## config.mk

```make
export PLATFORM = sky130hd
export DESIGN_NAME = booth_mul_seq
export DESIGN_NICKNAME = d
export VERILOG_FILES = /design/src/rtl/booth_mul_seq.sv
export SDC_FILE = /design/constraint.sdc
export NUM_CORES = 1
export LEC_CHECK = 0
export ABC_AREA = 1
export CAP_MARGIN = 0
export CORE_ASPECT_RATIO = 1.5
export CORE_UTILIZATION = 47
export CTS_CLUSTER_DIAMETER = 30
export DETAILED_ROUTE_END_ITERATION = 10
export DONT_BUFFER_PORTS = 1
export GPL_ROUTABILITY_DRIVEN = 0
export MAX_ROUTING_LAYER = met4
export PLACE_DENSITY = 0.68
export SLEW_MARGIN = 20
export SYNTH_ARGS = -nofsm -noshare
export SYNTH_HDL_FRONTEND = slang
export SYNTH_SLANG_ARGS = --single-unit
```

## constraint.sdc

```tcl
create_clock -name clk -period 2.1 [get_ports clk]
set_input_delay 0.42 -clock clk [delete_from_list [all_inputs] [get_ports clk]]
set_output_delay 0.42 -clock clk [all_outputs]
set_load 0.05 [all_outputs]
```

## src/rtl/booth_mul_seq.sv

```systemverilog
// Sequential radix-2 Booth multiplier, one iteration per clock.
// Operands are widened by one bit so unsigned full-range inputs recode correctly.
module booth_mul_seq #(
    parameter  int WIDTH = 8,
    localparam int CNT_W = $clog2(WIDTH + 2)
) (
    input  logic               clk,
    input  logic               reset,
    input  logic               start,
    input  logic               signed_mode,
    input  logic [WIDTH-1:0]   multiplicand,
    input  logic [WIDTH-1:0]   multiplier,
    output logic               busy,
    output logic [2*WIDTH-1:0] product,
    output logic               mul_done
);

    localparam int E = WIDTH + 1;

    logic [E-1:0]       a_q, a_d;
    logic [E-1:0]       q_q, q_d;
    logic [E-1:0]       m_q, m_d;
    logic               q1_q, q1_d;
    logic [CNT_W-1:0]   cnt_q, cnt_d;
    logic               busy_q, busy_d;
    logic               done_q, done_d;
    logic [2*WIDTH-1:0] prod_q, prod_d;

    logic [E-1:0] mc_ext;
    logic [E-1:0] mp_ext;
    logic [E-1:0] sum;
    logic         last;

    assign mc_ext = {signed_mode & multiplicand[WIDTH-1], multiplicand};
    assign mp_ext = {signed_mode & multiplier[WIDTH-1], multiplier};
    assign last   = (cnt_q == CNT_W'(WIDTH));

    always_comb begin
        unique case ({q_q[0], q1_q})
            2'b01:   sum = a_q + m_q;
            2'b10:   sum = a_q - m_q;
            default: sum = a_q;
        endcase
    end

    always_comb begin
        a_d    = a_q;
        q_d    = q_q;
        m_d    = m_q;
        q1_d   = q1_q;
        cnt_d  = cnt_q;
        busy_d = busy_q;
        done_d = 1'b0;
        prod_d = prod_q;
        if (busy_q) begin
            // Arithmetic shift of {sum, Q, Q_1}, replicating sum's MSB.
            a_d   = {sum[E-1], sum[E-1:1]};
            q_d   = {sum[0], q_q[E-1:1]};
            q1_d  = q_q[0];
            cnt_d = cnt_q + CNT_W'(1);
            if (last) begin
                busy_d = 1'b0;
                done_d = 1'b1;
                prod_d = {sum[WIDTH-1:0], q_q[E-1:1]};
            end
        end else if (start) begin
            a_d    = '0;
            q_d    = mp_ext;
            m_d    = mc_ext;
            q1_d   = 1'b0;
            cnt_d  = '0;
            busy_d = 1'b1;
        end
    end

    always_ff @(posedge clk) begin
        if (reset) begin
            a_q    <= '0;
            q_q    <= '0;
            m_q    <= '0;
            q1_q   <= 1'b0;
            cnt_q  <= '0;
            busy_q <= 1'b0;
            done_q <= 1'b0;
            prod_q <= '0;
        end else begin
            a_q    <= a_d;
            q_q    <= q_d;
            m_q    <= m_d;
            q1_q   <= q1_d;
            cnt_q  <= cnt_d;
            busy_q <= busy_d;
            done_q <= done_d;
            prod_q <= prod_d;
        end
    end

    assign busy     = busy_q;
    assign mul_done = done_q;
    assign product  = prod_q;

endmodule
```

Yosys cells after proc, flatten, opt, wreduce, memory -nomap -nowiden:

Index checks and enable logic that the tools add are counted.
Widths: inputs -> output; s select.

* add/sub/neg operators: 3
* equality and inequality tests: 3
* muxes and demuxes: 13
* bitwise gates (word level): 3
* reduce and logical (&&, ||, !) cells: 4

Operator list (number)
* $mux 9: 4
* $pmux 9 s2: 1
* $add 9x9->9: 1
* $sub 9x9->9: 1
* $mux 4: 2
* $mux 1: 6
* $add 4x1->4 const B: 1
* $eq 4x4->1 const B: 1
* $reduce_and 2->1: 2
* $and 1x1->1: 2
* $eq 2x1->1 const B: 1
* $eq 2x2->1 const B: 1
* $reduce_bool 2->1: 1
* $reduce_or 2->1: 1
* $not 1->1: 1

* register bits after elaboration: 50
* input bits: 20
* output and inout bits: 18
* word-level logic and storage cells: 34

Depth between registers and ports, before layout:

* word-level depth: 3
* gate-level depth with buffers: 17
* mapped depth without buffers: 17

Worst setup path after synthesis:

Ideal clock, no wire load.

* kind: flip-flop to flip-flop
* start: register m_q[0]
* end: register a_q[6]
* library setup time: 120 ps
* arrival time: 1983 ps
* required time: 1980 ps
* path slack: -3 ps
* stages on the path, launching flop included: 17
* path buffers: 0
* period minus slack after synthesis: 2103 ps
* cell sequence: dfxtp_1 -> inv_1 -> ha_1 -> nand2_1 -> o21ai_2 -> o21ai_0 -> xor2_1 -> inv_1 -> ha_1 -> nand2_1 -> inv_1 -> a21oi_1 -> nand2_1 -> nand2_1 -> nand3_2 -> nand3_2 -> a21oi_2

* longest elaborated chain between the ends: 3
* elaborated cells on any way between the ends: 4
* those cells by class: add/sub (2); mux (2)

RTL lines
* start: declaration: RTL line 22 `logic [E-1:0] m_q, m_d;`
* start signal: assignment: RTL line 89 `m_q <= m_d;`
* $sub 9x9->9 or $add 9x9->9 (tied branches): RTL line 41, 40
* $pmux 9 s2 (*): RTL line 39 `unique case ({q_q[0], q1_q})`
* $mux 9 (*): RTL line 55 `if (busy_q) begin`
* end signal: assignment: RTL line 78 `a_q <= '0;`
* end signal: assignment: RTL line 87 `a_q <= a_d;`
* end: declaration: RTL line 20 `logic [E-1:0] a_q, a_d;`

Mark *: on every way between the ends. The rest lies on a longest branch, timed or not.
A chain may end at the register's enable or synchronous reset.

Worst setup path in the final report:

* start: register q1_q
* end: register a_q[7]

* longest elaborated chain between the ends: 3
* elaborated cells on any way between the ends: 4
* those cells by class: eq/ne (2); mux (2)

RTL lines
* start: declaration: RTL line 23 `logic q1_q, q1_d;`
* start signal: assignment: RTL line 90 `q1_q <= q1_d;`
* $eq 2x2->1 or $eq 2x1->1 (tied branches): RTL line 39
* $pmux 9 s2 (*): RTL line 39
* $mux 9 (*): RTL line 55

Marked as above.

==> flow_metrics.py <==
metrics = {
    "layout": {
        "fillers": 499,
        "diodes": 0,
        "syn2layout_area_growth_pct": 17.1,
        "fin_nets": 401,
        "final_cells": 439,
        "stdcell_area_sq_um": 3070,
        "drive_gt1_frac": 0.241,
    },
    "global_route": {
        "gr-usage-met1": 0.227,
        "gr-total-overflow": 0,
        "grt.total_usage": 0.221,
        "grt_max_degree": 20,
        "grt_pass1_vias": 2277,
        "antenna_found_initial": 0,
        "grt_pass1_wl_um": 9950,
        "met2_usage": 0.405,
        "grtUsageMet3": 0.0341,
        "busiest_layer": "met2",
    },
    "critical_path": {
        "critPathCaptureType": "register",
        "path_cells": "inv_2, ha_4, buf_4, a21oi_1, o21ai_1, nand2_1, ha_4, nand2_1, clkinv_2, nand2_2, nand2_2, nand2_1, nand2_1, nand3_1, nand2_1, o21ai_1, inv_1",
        "cp.required_ps": 2310,
        "path_class": "register to register",
        "worstSetupStartpointType": "register",
        "cp_max_fo": 5,
        "path_common_cell": "nand2_1",
        "crit_slowest_cell": "dfxtp_2",
        "slowest_delay_ps": 350,
        "critical_path_buf_inv_count": 4,
        "crit_family": "simple AND/OR/NAND/NOR gates",
        "critPathArrivalTime_ps": 2370,
    },
    "synthesis": {
        "yosys.area.top_type": "dfxtp_1",
        "yosysTopAreaCellShare": 0.374,
        "synth.area.top_cells": "dfxtp_1 (37%), nand2_1 (13%), inv_1 (7.3%), ha_1 (5.7%), a21oi_1 (3.4%)",
        "yosys_warnings": 0,
        "async_reset_ff_frac": 0,
        "synth_area_sq_um": 2630,
        "yosysSeqAreaShare": 0.374,
        "ys_seq_elements": 49,
        "synthTopCellsByCount": "nand2_1 (90), inv_1 (51), dfxtp_1 (49)",
        "synthFlopType": "dfxtp_1",
        "synthMostInstantiatedCell": "nand2_1",
        "synth_edf_count": 0,
        "synth.distinct_cells": 39,
        "syn_avg_cell_area_sq_um": 7.48,
        "netlist_instances": 351,
        "synth_nets": 384,
    },
    "clock_tree": {
        "htreeDepth": 2,
        "clock_latency_ps": 300,
        "clock_path_buffers": 2,
        "clk_pin_slew_ps": 90,
        "clkSinkCount": 49,
        "cts_hold_buf": 0,
        "cts_root_buf": "clkbuf_8",
        "cts_buffers": 5,
        "cts_tree": "yes",
    },
    "flow_run": {
        "cap_viol_max_count": 0,
    },
    "pwr": {
        "p_leak_nw": 1.38,
        "power_density_nw_per_um2": 741,
        "power_mw": 2.28,
        "peakVddDrop_mv": 0.495,
    },
    "sta": {
        "worst_pin_slew_ps": 526,
        "max_freq_ghz": 0.463,
        "slew_headroom": 0.649,
        "fin_crit_sh": 1.03,
        "whs_ps": 171,
        "fin_ws_ps": -60.3,
        "setup_viol": 9,
        "drv_slew": 0,
        "hold_viol": 0,
        "fin_skew_ps": 7.33,
        "rsz0062_at_grt": "yes",
        "tns_ps": -286,
        "fin_crit_ps": 2160,
    },
    "status": {
        "outcome": "complete, but fails checks",
        "violations": "negative setup slack",
    },
    "floorplanning": {
        "ios": 38,
        "core_sq_um": 5410,
        "dieArea_sq_um": 5900,
        "row_count": 33,
        "die_w_um": 63.0,
        "die_y_um": 93.6,
        "start_util": 0.486,
    },
    "placed_design": {
        "dp_hpwl_um": 4300,
        "place.port_buffers": 0,
        "placedCellCount": 429,
        "postPlaceCellArea_sq_um": 2760,
    },
    "detailed_routing": {
        "detail-route-antenna-nets": 0,
        "viasPerCell": 5.20,
        "dr.pass1.iters": 4,
        "via_count": 2284,
        "drtIter0Drc": 127,
        "drc": 0,
        "wl_per_cell_um": 13.9,
        "wl_um": 6090,
    },
    "worst_hold_path": {
        "hp-class": "input pin to register",
    },
}
==> final timing paths <==
path / from / to / slack, ps / depth (start not counted)
setup reg to reg: q1_q / a_q[7] / -60 / 17
hold reg to reg: q1_q / q1_q / 470 / 2
hold / removal: reset / q1_q / 170 / 1
setup / recovery: q1_q / a_q[7] / -60 / 17
==> cell type report <==
cell class	instances	area [sq um]	share of cell area
clock inverter	2	38.8	0.0126
sequential	49	986	0.321
clock buffer	6	72.6	0.0236
tap	70	87.6	0.0285
multi-input combinational	234	1500	0.488
inverter	58	231	0.0753
timing repair buffer	20	158	0.0513
==> power breakdown <==
| group | switching, mW | internal [mW] |
|---|---|---|
| clock network | 0.320 | 0.358 |
| registers | 0.0353 | 0.961 |
| logic | 0.336 | 0.267 |
==> sequential cells by signal, indices dropped and copies added, names as in the netlist <==
signal / flops
a_q: 8
mul_done: 1
q1_q: 1
cnt_q: 4
m_q: 9
busy: 1
product: 16
q_q: 9
==> through the flow <==
step	worst slack, ps	utilization
after floorplan	3.29	-
after global placement	-133	0.511
after detailed placement	-195	0.511
after CTS	-31.2	0.543
after global routing	-204	0.568
final	-60.3	0.568
==> cell usage in the layout (no fill, tap or decap), types with 2 or more instances in the layout <==
master,instances
inv_2,6
a21oi_2,4
o221ai_1,4
nand2_1,84
nor3_1,3
nand3_1,15
o21ai_1,14
o22ai_1,2
ha_4,6
xor2_1,4
nand3_2,10
inv_4,5
dfxtp_1,45
o21a_1,2
or2_2,2
clkbuf_8,5
dfxtp_2,4
o21ai_2,2
buf_6,2
a21oi_1,16
nand2_2,10
ha_1,6
nor2_1,15
a21oi_4,2
xnor2_1,2
inv_1,46
nand2_4,2
a22o_1,4
buf_4,18
o21ai_0,10
==> cell families after synthesis <==
logic type,Yosys count,share of synthesized area
flip-flops,49,0.374
AO/OA/AOI/OAI,64,0.148
XOR/XNOR,7,0.0233
adder cells (fa/ha/maj),13,0.0648
buffers and inverters,68,0.118
AND/OR/NAND/NOR,150,0.272
==> worst register-to-register path, delay by kind of cell, from the launching register on <==
kind / cells / cell delay, ps
compound gates: 3 / 410
fa+ha+maj: 2 / 410
buf+inv: 4 / 320
flops: 1 / 350
simple gates: 8 / 580
==> timing repair <==
item,CTS,global route
buffers inserted,0,2
hold endpoints to repair,0,0
gates resized for setup,21,24
endpoints found under the setup margin,15,13
pin swaps,15,18
gates cloned,0,0
==> per-layer routing <==
layer | vias up | part of all wire
met3 | 21 | 0.035
met2 | 56 | 0.54
met4 | 0 | 0.036
met1 | 1052 | 0.39
li1 | 1155 | -
met5 | - | 0
Power figures use the tool's default switching activity.
